## config.mk

```make
export PLATFORM = sky130hd
export DESIGN_NAME = dw_multifunc_sched
export DESIGN_NICKNAME = d
export VERILOG_FILES = /design/src/rtl/dw_multifunc_sched_pkg.sv /design/src/rtl/dw_multifunc_rr_arb.sv /design/src/rtl/dw_multifunc_sched.sv
export SDC_FILE = /design/constraint.sdc
export NUM_CORES = 1
export LEC_CHECK = 0
export ABC_CLOCK_PERIOD_IN_PS = 7300
export BUFFER_PORTS_ARGS = -buffer_cell sky130_fd_sc_hd__buf_2
export CAP_MARGIN = 40
export CORE_MARGIN = 1
export CORE_UTILIZATION = 32
export DETAILED_ROUTE_END_ITERATION = 10
export SLEW_MARGIN = 20
export SYNTH_ARGS = -nofsm -noshare
export SYNTH_HDL_FRONTEND = slang
export SYNTH_SLANG_ARGS = --single-unit
```

## constraint.sdc

```tcl
create_clock -name clk -period 7.3 [get_ports clk]
set_input_delay 1.46 -clock clk [delete_from_list [all_inputs] [get_ports clk]]
set_output_delay 1.46 -clock clk [all_outputs]
set_load 0.01 [all_outputs]
```

## src/rtl/dw_multifunc_sched_pkg.sv

```systemverilog
// Shared definitions for the dw_multifunc_sched scheduler slice.
// Contents:
//   state_e        - scheduler FSM states (IDLE, EXEC, RESP)
//   FUNC_W         - width of the one-hot multifunc function select
//   FUNC_B0..B6    - one-hot function-select constants for bits 0..6
//   is_legal_func  - true when a select is one-hot and implemented by the unit
package dw_multifunc_sched_pkg;

   localparam int FUNC_W = 16;

   typedef enum logic [1:0] {
      IDLE = 2'd0,
      EXEC = 2'd1,
      RESP = 2'd2
   } state_e;

   localparam logic [FUNC_W-1:0] FUNC_B0 = 16'h0001;
   localparam logic [FUNC_W-1:0] FUNC_B1 = 16'h0002;
   localparam logic [FUNC_W-1:0] FUNC_B2 = 16'h0004;
   localparam logic [FUNC_W-1:0] FUNC_B3 = 16'h0008;
   localparam logic [FUNC_W-1:0] FUNC_B4 = 16'h0010;
   localparam logic [FUNC_W-1:0] FUNC_B5 = 16'h0020;
   localparam logic [FUNC_W-1:0] FUNC_B6 = 16'h0040;

   // A select is legal when exactly one bit is set and that bit is one the
   // shared unit was built with.
   function automatic logic is_legal_func(input logic [FUNC_W-1:0] func,
                                          input logic [FUNC_W-1:0] mask);
      logic one_hot;
      one_hot = (func != 16'h0000) && ((func & (func - 16'h0001)) == 16'h0000);
      return one_hot && ((func & mask) != 16'h0000);
   endfunction

endpackage

```

## src/rtl/dw_multifunc_rr_arb.sv

```systemverilog
// Combinational round-robin arbiter.
// Ports:
//   req     - request vector, one bit per requester
//   ptr     - index with highest priority this cycle (must be < NUM_REQ)
//   en      - when low no grant is produced
//   gnt     - one-hot grant (all zero when nothing granted)
//   gnt_idx - binary index of the granted requester (0 when none)
module dw_multifunc_rr_arb #(
   parameter int NUM_REQ = 4,
   parameter int IDX_W   = $clog2(NUM_REQ)
) (
   input  logic [NUM_REQ-1:0] req,
   input  logic [IDX_W-1:0]   ptr,
   input  logic               en,
   output logic [NUM_REQ-1:0] gnt,
   output logic [IDX_W-1:0]   gnt_idx
);

   localparam logic [IDX_W:0] N_EXT = (IDX_W+1)'(NUM_REQ);

   // Search upward from ptr with wrap; the first asserted request wins.
   always_comb begin
      logic           found;
      logic [IDX_W:0] sum_v;
      logic [IDX_W:0] cand_v;
      gnt     = '0;
      gnt_idx = '0;
      found   = 1'b0;
      sum_v   = '0;
      cand_v  = '0;
      for (int k = 0; k < NUM_REQ; k++) begin
         // ptr < NUM_REQ and k < NUM_REQ, so one subtraction is enough to wrap
         sum_v  = {1'b0, ptr} + (IDX_W+1)'(k);
         cand_v = (sum_v >= N_EXT) ? (sum_v - N_EXT) : sum_v;
         if (en && !found && req[cand_v[IDX_W-1:0]]) begin
            gnt[cand_v[IDX_W-1:0]] = 1'b1;
            gnt_idx                = cand_v[IDX_W-1:0];
            found                  = 1'b1;
         end else begin
            found = found;
         end
      end
   end

endmodule

```

## src/rtl/dw_multifunc_sched.sv

```systemverilog
// Round-robin scheduler sharing one external multifunc unit among NUM_REQ
// requesters. One operation is in flight at a time: a request is granted in
// IDLE, its operands are driven to the unit for MF_LATENCY cycles in EXEC,
// and the result is held in RESP until the consumer accepts it. Requests with
// an illegal function select skip the unit and answer with rsp_err.
// Ports:
//   clk, rst                    - clock, synchronous active-high reset
//   req_valid/req_ready         - per-requester handshake (ready one-hot or 0)
//   req_a, req_func             - packed operands / one-hot function selects
//   rsp_valid/rsp_ready         - response handshake
//   rsp_id, rsp_z, rsp_status,
//   rsp_err                     - response payload
//   mf_a, mf_func               - registered operands to the shared unit
//   mf_z, mf_status             - results from the shared unit
//   busy                        - scheduler is not idle
module dw_multifunc_sched
   import dw_multifunc_sched_pkg::*;
#(
   parameter int NUM_REQ     = 4,
   parameter int OP_WIDTH    = 24,
   parameter int FUNC_SELECT = 127,
   parameter int MF_LATENCY  = 1,
   parameter int ID_W        = 2
) (
   input  logic                          clk,
   input  logic                          rst,
   input  logic [NUM_REQ-1:0]            req_valid,
   output logic [NUM_REQ-1:0]            req_ready,
   input  logic [NUM_REQ*(OP_WIDTH+1)-1:0] req_a,
   input  logic [NUM_REQ*FUNC_W-1:0]     req_func,
   output logic                          rsp_valid,
   input  logic                          rsp_ready,
   output logic [ID_W-1:0]               rsp_id,
   output logic [OP_WIDTH+1:0]           rsp_z,
   output logic                          rsp_status,
   output logic                          rsp_err,
   output logic [OP_WIDTH:0]             mf_a,
   output logic [FUNC_W-1:0]             mf_func,
   input  logic [OP_WIDTH+1:0]           mf_z,
   input  logic                          mf_status,
   output logic                          busy
);

   localparam int AW    = OP_WIDTH + 1;
   localparam int ZW    = OP_WIDTH + 2;
   localparam int IDX_W = $clog2(NUM_REQ);
   localparam int CNT_W = (MF_LATENCY > 1) ? $clog2(MF_LATENCY) : 1;
   localparam logic [FUNC_W-1:0] FUNC_MASK = FUNC_W'(FUNC_SELECT);
   localparam logic [CNT_W-1:0]  CNT_INIT  = CNT_W'(MF_LATENCY - 1);
   localparam logic [IDX_W-1:0]  LAST_IDX  = IDX_W'(NUM_REQ - 1);

   state_e              state_q, state_d;
   logic [IDX_W-1:0]    ptr_q, ptr_d;
   logic [CNT_W-1:0]    cnt_q, cnt_d;
   logic [AW-1:0]       mf_a_q, mf_a_d;
   logic [FUNC_W-1:0]   mf_func_q, mf_func_d;
   logic [ID_W-1:0]     rsp_id_q, rsp_id_d;
   logic [ZW-1:0]       rsp_z_q, rsp_z_d;
   logic                rsp_status_q, rsp_status_d;
   logic                rsp_err_q, rsp_err_d;
   logic                rsp_valid_q, rsp_valid_d;

   logic [NUM_REQ-1:0]  gnt_s;
   logic [IDX_W-1:0]    gnt_idx_s;
   logic                arb_en_s;
   logic [AW-1:0]       sel_a_s;
   logic [FUNC_W-1:0]   sel_func_s;

   // Grants are only offered while idle and never during reset.
   assign arb_en_s = (state_q == IDLE) && !rst;

   dw_multifunc_rr_arb #(
      .NUM_REQ (NUM_REQ),
      .IDX_W   (IDX_W)
   ) u_arb (
      .req     (req_valid),
      .ptr     (ptr_q),
      .en      (arb_en_s),
      .gnt     (gnt_s),
      .gnt_idx (gnt_idx_s)
   );

   // One-hot AND-OR select of the granted requester's operands.
   always_comb begin
      sel_a_s    = '0;
      sel_func_s = '0;
      for (int i = 0; i < NUM_REQ; i++) begin
         if (gnt_s[i]) begin
            sel_a_s    = sel_a_s    | req_a[i*AW +: AW];
            sel_func_s = sel_func_s | req_func[i*FUNC_W +: FUNC_W];
         end else begin
            sel_a_s    = sel_a_s;
         end
      end
   end

   // FSM next-state and datapath next-values.
   always_comb begin
      state_d      = state_q;
      ptr_d        = ptr_q;
      cnt_d        = cnt_q;
      mf_a_d       = mf_a_q;
      mf_func_d    = mf_func_q;
      rsp_id_d     = rsp_id_q;
      rsp_z_d      = rsp_z_q;
      rsp_status_d = rsp_status_q;
      rsp_err_d    = rsp_err_q;
      rsp_valid_d  = rsp_valid_q;
      case (state_q)
         IDLE: begin
            if (gnt_s != '0) begin
               ptr_d    = (gnt_idx_s == LAST_IDX) ? '0 : (gnt_idx_s + 1'b1);
               rsp_id_d = ID_W'(gnt_idx_s);
               if (is_legal_func(sel_func_s, FUNC_MASK)) begin
                  mf_a_d    = sel_a_s;
                  mf_func_d = sel_func_s;
                  cnt_d     = CNT_INIT;
                  state_d   = EXEC;
               end else begin
                  // Illegal select: answer directly, unit inputs untouched
                  rsp_err_d    = 1'b1;
                  rsp_z_d      = '0;
                  rsp_status_d = 1'b1;
                  rsp_valid_d  = 1'b1;
                  state_d      = RESP;
               end
            end else begin
               state_d = IDLE;
            end
         end
         EXEC: begin
            if (cnt_q == '0) begin
               rsp_z_d      = mf_z;
               rsp_status_d = mf_status;
               rsp_err_d    = 1'b0;
               rsp_valid_d  = 1'b1;
               state_d      = RESP;
            end else begin
               cnt_d = cnt_q - 1'b1;
            end
         end
         RESP: begin
            if (rsp_valid_q && rsp_ready) begin
               rsp_valid_d = 1'b0;
               state_d     = IDLE;
            end else begin
               state_d = RESP;
            end
         end
         default: begin
            rsp_valid_d = 1'b0;
            state_d     = IDLE;
         end
      endcase
   end

   // State and output registers with synchronous reset.
   always_ff @(posedge clk) begin
      if (rst) begin
         state_q      <= IDLE;
         ptr_q        <= '0;
         cnt_q        <= '0;
         mf_a_q       <= '0;
         mf_func_q    <= '0;
         rsp_id_q     <= '0;
         rsp_z_q      <= '0;
         rsp_status_q <= 1'b0;
         rsp_err_q    <= 1'b0;
         rsp_valid_q  <= 1'b0;
      end else begin
         state_q      <= state_d;
         ptr_q        <= ptr_d;
         cnt_q        <= cnt_d;
         mf_a_q       <= mf_a_d;
         mf_func_q    <= mf_func_d;
         rsp_id_q     <= rsp_id_d;
         rsp_z_q      <= rsp_z_d;
         rsp_status_q <= rsp_status_d;
         rsp_err_q    <= rsp_err_d;
         rsp_valid_q  <= rsp_valid_d;
      end
   end

   assign req_ready  = gnt_s;
   assign rsp_valid  = rsp_valid_q;
   assign rsp_id     = rsp_id_q;
   assign rsp_z      = rsp_z_q;
   assign rsp_status = rsp_status_q;
   assign rsp_err    = rsp_err_q;
   assign mf_a       = mf_a_q;
   assign mf_func    = mf_func_q;
   assign busy       = (state_q != IDLE);

endmodule

```

# --- After elaboration in Yosys (flattened, before gate mapping) ---
# Index checks and enable logic that the tools add are counted.
classes:
  bitwise_logic: 10
  shift: 0
  n_eq_ne: 8
  mul: 0
  order_cmp: 12
  n_addsub: 10
  reduce_logical: 31
  muxes: 62
  div: 0
op_table:
  columns: ["op", "n"]
  rows:
  - ["two-way mux 25 bit", 4]
  - ["two-way mux 26 bit", 3]
  - ["OR 25 bit", 3]
  - ["two-way mux 16 bit", 4]
  - ["one-hot mux 26 bit (2 select lines)", 1]
  - ["OR 16 bit", 3]
  - ["nonzero test 16 bit", 2]
  - ["two-way mux 2 bit", 13]
  - ["two-way mux 1 bit", 20]
  - ["bitwise AND 16 bit", 1]
  - ["logical NOT 16 bit", 1]
  - ["two-way mux 4 bit", 4]
  - ["subtractor 16 x 1 -> 16 bit (second input constant)", 1]
  - ["logical AND 1 bit", 15]
  - ["< comparator 2 x 3 -> 1 bit (second input constant)", 4]
  - ["OR 4 bit", 3]
  - ["greater-or-equal comparator 3 bit (second input constant)", 3]
  - ["binary-select mux 1 bit (select 2 bit)", 4]
  - ["demux 1 bit (select 2 bit)", 4]
  - ["greater-or-equal comparator 2 x 1 -> 1 bit (second input constant)", 4]
  - ["AND reduction 4 bit", 2]
  - ["subtractor 2 x 1 -> 2 bit (second input constant)", 4]
  - ["adder 2 x 2 -> 3 bit (second input constant)", 2]
  - ["inequality test 2 bit (second input constant)", 3]
  - ["other kinds (16)", 25]
totals:
  latchBits: 0
  elab_cells: 143
  in_bits: 198
  romBits: 0
  mem_count: 0
  ramBits: 0
  register_bits: 77

# --- Logic depth before layout (Yosys ltp) ---
logic_depth:
  word_depth: 33
  depth_mapped: 18
  depth_no_buf: 13

# --- Modules after synthesis ---
# From an unflattened synthesis, not the netlist that was laid out.
unflattened:
  hier_cells: 535
  hier_area_um2: 4530.6
by_module_without_submodules:
  columns: ["module", "seq_area_each_um2", "instances", "cells_per_inst", "area_per_inst_um2"]
  rows:
  - ["dw_multifunc_sched", 1521.5, 1, 462, 3960.0]
  - ["dw_multifunc_rr_arb", 0.0, 1, 73, 570.5]

# --- Worst setup path before layout ---
# Ideal clock, no wire load.
synth_path:
  kind: "input-to-output"
  start: "input port req_valid[2]"
  end: "output port req_ready[3]"
  t_arrival_ns: 3.391
  path_buffers: 3
  path_slack_ns: 2.449
  t_required_ns: 5.840
  path_stages: 5
  cell_sequence: "mux4_2 > clkbuf_1 > o31ai_1 > clkbuf_1 > clkbuf_1"
synth_between:
  elab_chain_len: 16
  word_cells_on_any_way: 28
  classes_between: "mux: 15; bitwise: 3; reduce/logical: 10"
synth_rtl:
  columns: ["element", "line_no", "text"]
  rows:
  - ["start, declared", "dw_multifunc_sched.sv:27", "input logic [NUM_REQ-1:0] req_valid,"]
  - ["binary-select mux 1 bit (select 2 bit)", "dw_multifunc_rr_arb.sv:35", "if (en && !found && req[cand_v[IDX_W-1:0]]) begin"]
  - ["two-way mux 1 bit (not written as such)", "dw_multifunc_rr_arb.sv:35", null]
  - ["logical AND 1 bit", "dw_multifunc_rr_arb.sv:35", null]
  - ["two-way mux 1 bit", "dw_multifunc_rr_arb.sv:35", null]
  - ["logical NOT 1 bit", "dw_multifunc_rr_arb.sv:35", null]
  - ["logical AND 1 bit (2 in series)", "dw_multifunc_rr_arb.sv:35", null]
  - ["two-way mux 1 bit", "dw_multifunc_rr_arb.sv:35", null]
  - ["logical NOT 1 bit", "dw_multifunc_rr_arb.sv:35", null]
  - ["logical AND 1 bit (2 in series)", "dw_multifunc_rr_arb.sv:35", null]
  - ["two-way mux 1 bit", "dw_multifunc_rr_arb.sv:35", null]
  - ["logical NOT 1 bit", "dw_multifunc_rr_arb.sv:35", null]
  - ["logical AND 1 bit (2 in series)", "dw_multifunc_rr_arb.sv:35", null]
  - ["two-way mux 4 bit *", "dw_multifunc_rr_arb.sv:35", null]
  - ["end, declared", "dw_multifunc_sched.sv:28", "output logic [NUM_REQ-1:0] req_ready,"]
# Mark *: on every way between the ends. The rest lies on a longest branch, timed or not. The select of a mux whose other input is x is not followed.

# --- Worst setup path in the final report ---
layout_path:
  start: "register ptr_q[0]"
  end: "register state_q[1]"
layout_between:
  elab_chain_len: 33
  word_cells_on_any_way: 81
  classes_between: "add/sub: 8; order compare: 12; mux: 34; bitwise: 7; reduce/logical: 20"
layout_rtl:
  columns: ["element", "line_no", "text"]
  rows:
  - ["start, declared", "dw_multifunc_sched.sv:53", "logic [IDX_W-1:0] ptr_q, ptr_d;"]
  - ["start signal, assigned", "dw_multifunc_sched.sv:172", "ptr_q <= ptr_d;"]
  - ["parallel branches: the longest is 17 deep, another holds adder 2 x 1 -> 3 bit", null, null]
  - ["two-way mux 4 bit *", "dw_multifunc_rr_arb.sv:35", null]
  - ["two-way mux 16 bit", "dw_multifunc_sched.sv:88", "if (gnt_s[i]) begin"]
  - ["OR 16 bit", "dw_multifunc_sched.sv:90", "sel_func_s = sel_func_s | req_func[i*FUNC_W +: FUNC_W];"]
  - ["two-way mux 16 bit", "dw_multifunc_sched.sv:88", null]
  - ["OR 16 bit", "dw_multifunc_sched.sv:90", null]
  - ["two-way mux 16 bit", "dw_multifunc_sched.sv:88", null]
  - ["OR 16 bit", "dw_multifunc_sched.sv:90", null]
  - ["two-way mux 16 bit", "dw_multifunc_sched.sv:88", null]
  - ["subtractor 16 x 1 -> 16 bit", "dw_multifunc_sched_pkg.sv:30", "one_hot = (func != 16'h0000) && ((func & (func - 16'h0001)) == 16'h0000);"]
  - ["bitwise AND 16 bit", "dw_multifunc_sched_pkg.sv:30", null]
  - ["logical NOT 16 bit", "dw_multifunc_sched_pkg.sv:30", null]
  - ["logical AND 1 bit", "dw_multifunc_sched_pkg.sv:30", null]
  - ["logical AND 1 bit", "dw_multifunc_sched_pkg.sv:31", "return one_hot && ((func & mask) != 16'h0000);"]
  - ["two-way mux 2 bit", "dw_multifunc_sched.sv:114", "if (is_legal_func(sel_func_s, FUNC_MASK)) begin"]
  - ["two-way mux 2 bit *", "dw_multifunc_sched.sv:111", "if (gnt_s != '0) begin"]
  - ["one-hot mux 2 bit (3 select lines) *", "dw_multifunc_sched.sv:109", "case (state_q)"]
  - ["end signal, assigned", "dw_multifunc_sched.sv:171", "state_q <= state_d;"]
  - ["end, declared", "dw_multifunc_sched.sv:52", "state_e state_q, state_d;"]
# Every way passes the cells marked *. The select of a mux whose other input is x is not followed.
# A chain may end at the register's enable or synchronous reset.

==> impl_metrics.json <==
{
  "cp_slowest_cell": "dfxtp_1",
  "place_area_sq_mm": 0.005929,
  "ctsHtreeMaxLevel": 3,
  "crit_buf_inv": 4,
  "die_area_sq_mm": 0.01434,
  "fin_nets": 927,
  "vias": 4839,
  "cts_setup_buffers": 0,
  "fin_ws_ns": 1.780,
  "worstPathMaxFanout": 40,
  "numCtsBuffers": 9,
  "cts_hold_buffers": 0,
  "clock.fmax_mhz": 181.2,
  "vias_per_cell": 5.359,
  "routed_wl_mm": 15.26,
  "core_sq_mm": 0.01340,
  "syn-cell-area_sq_mm": 0.004437,
  "dr.pass1.iters": 4,
  "rsz0062_at_grt": "no",
  "avgSynthCellArea_sq_um": 9.440,
  "dp_hpwl_mm": 11.44,
  "slew_headroom_pct": 47.54,
  "wl_met2_mm": 7.236,
  "syn_to_final_growth_pct": 39.65,
  "start_util_pct": 33.11,
  "antenna_found_initial": 1,
  "cp_top_family": "compound AO/OA/AOI/OAI gates",
  "drt-initial-drc-count": 225,
  "crit_arrival_ns": 5.77,
  "met1Wirelength_mm": 6.622,
  "ys_seq_elements": 76,
  "min_period_over_period_pct": 75.61,
  "gp_congestion": 0.9296,
  "worst_pin_slew_ns": 0.7861,
  "wl_met3_microns": 995,
  "grt_max_degree": 78,
  "first_global_vias": 4593,
  "yosys_warnings": 0,
  "layout_commonest_cell": "buf_2",
  "post_cts_resized": 0,
  "ir_worst_vdd_mv": 0.2103,
  "endpoint_kind": "flip-flop",
  "slew_violations": 0,
  "layout_common_cells": "buf_2, dfxtp_1, a22o_1",
  "crit_path_start_kind": "flip-flop",
  "highest_layer": "met4",
  "grt_pass1_wl_mm": 23.22,
  "worstSkewPairLatency_ns": 0.34,
  "overflow": 0,
  "worstPathCellList": "inv_1, ha_1, mux2_1, a32o_1, a22o_1, a31o_1, buf_4, a22o_1, a221oi_1, nand4_1, mux2i_1, o21ai_4, buf_4, inv_2, a311oi_1",
  "multi_input_area_sq_mm": 0.002738,
  "register_area_sq_mm": 0.001521,
  "powerDensity_mw_per_mm2": 334.7,
  "crit_required_ns": 7.55,
  "cts_buffer_depth": 2,
  "synthCells": 470,
  "path_class": "flip-flop to flip-flop",
  "die_y_microns": 119.8,
  "synth.distinct_cells": 51,
  "yosysSeqAreaShare_pct": 34.29,
  "cts_root_buf": "clkbuf_16",
  "worst_hold_slack_ns": 0.4452,
  "hold_class": "flip-flop to flip-flop",
  "finish.instance_area_sq_mm": 0.006196,
  "place_ws_ns": 1.626,
  "ant_nets": 0,
  "n_fill_cell": 1318,
  "setup_tns_ns": 0,
  "track_usage_pct": 20.51,
  "cts_tree": "done",
  "cpPeakStageDelay_ns": 0.70,
  "die_w_microns": 119.8,
  "io_buffers": 274,
  "finalSetupViolCount": 0,
  "status": "complete, no violations",
  "p_leak_nw": 3.162,
  "synth_nets": 676,
  "num_rows": 42,
  "clk_pin_slew_ns": 0.06,
  "layout_min_cycle_time_ns": 5.520,
  "fin_skew_ns": 0.007046,
  "post_route_cells_drive_above_1_share_pct": 42.98,
  "finalHoldViolCount": 0,
  "drcViolationCount": 0,
  "cts_sinks": 76,
  "cap_viol_max_count": 0,
  "routedWlPerCell_microns": 16.90,
  "ios": 275
}
-- sequential cells by signal (all words and copies together), names as in the netlist --
register	count
mf_a	25
rsp_id	2
rsp_status	1
state_q	2
rsp_err	1
mf_func	16
ptr_q	2
rsp_valid	1
rsp_z	26
-- worst register-to-register path, delay by kind of cell (launching register included) --
family          cells  cell delay (ns)
buf+inv             4             1.41
simple gates        1             0.21
flops               1             0.70
compound gates      7             2.04
fa+ha+maj           1             0.49
mux                 2             0.58
-- cell usage after synthesis (all sizes together) --
master | instances | area [sq um]
nor2b | 5 | 31.28
dfxtp | 76 | 1521
a22o | 55 | 481.7
o21a | 1 | 7.510
o221a | 1 | 11.26
a21oi | 10 | 50.05
o41ai | 1 | 8.760
clkbuf | 28 | 105.1
or4 | 1 | 7.510
o31a | 1 | 8.760
o21ai | 9 | 56.31
a221oi | 32 | 286.5
or3 | 3 | 18.77
nand2b | 33 | 206.5
mux2i | 38 | 380.4
nor2 | 17 | 63.81
o32ai | 1 | 8.760
nor3b | 35 | 262.8
nand4 | 1 | 6.260
a311oi | 1 | 8.760
o31ai | 3 | 22.52
a22oi | 2 | 15.01
ha | 8 | 100.1
a32o | 1 | 10.01
a211oi | 2 | 20.02
mux4 | 3 | 67.56
nor3 | 6 | 30.03
nand2 | 19 | 71.32
or2 | 1 | 6.260
a31o | 1 | 8.760
buf | 14 | 95.09
nand3b | 6 | 45.04
a31oi | 3 | 18.77
mux2 | 4 | 48.79
a21o | 27 | 202.7
o2bb2ai | 6 | 52.55
nor4 | 3 | 25.02
o211ai | 4 | 30.03
nand3 | 4 | 20.02
inv | 4 | 15.01
-- cells by family (layout without fill, tap and decap cells) --
logic type	count (synthesis)	in the layout	synth area share, %
adder cells (fa/ha/maj)	8	8	2.256
other	0	1	0
multiplexers	45	45	11.20
buffers and inverters	46	302	4.850
flip-flops	76	76	34.29
AO/OA/AOI/OAI	161	161	29.50
AND/OR/NAND/NOR	134	134	17.91
-- stage by stage --
stage	cells	util (%)	total power, W
after floorplan	470	-	0.001419
after global placement	885	44.13	0.001657
after detailed placement	886	44.25	0.001684
final	903	46.24	0.002074
after CTS	902	46.22	0.002096
after global routing	903	46.24	0.002208
-- per-layer routing --
layer	vias up	global-route usage [%]
met3	29	6.036
met2	200	34.93
met5	-	0
met4	0	6.875
li1	2323	-
met1	2287	24.51
-- path summary, 6_finish.rpt --
path / from / to / slack [ns] / depth (start not counted)
worst min-delay path: rsp_err$_SDFFE_PP0P_ / rsp_err$_SDFFE_PP0P_ / 0.45 / 2
worst max-delay path: ptr_q[0]$_SDFFE_PP0P_ / state_q[1]$_SDFF_PP0_ / 1.78 / 15
worst max register to register: ptr_q[0]$_SDFFE_PP0P_ / state_q[1]$_SDFF_PP0_ / 1.78 / 15
worst min register to register: rsp_err$_SDFFE_PP0P_ / rsp_err$_SDFFE_PP0P_ / 0.45 / 2
-- where the power goes --
part,total [W],internal (W),leakage [nW],switching [W]
logic,0.00112,0.000469,2.41,0.000655
clock network,0.000403,0.000239,0.131,0.000165
registers,0.000546,0.000496,0.618,0.0000499
-- area by class of cell --
type,instances,share of cell area (%)
diodes,1,0.04039
clock buffers,14,4.099
clock inverters,2,0.1616
inverters,4,0.2423
multi-input cells,348,44.18
flip-flops and latches,76,24.56
well taps,176,3.554
repair buffers,282,23.16
Note: power is estimated with default switching activity, not from simulation.
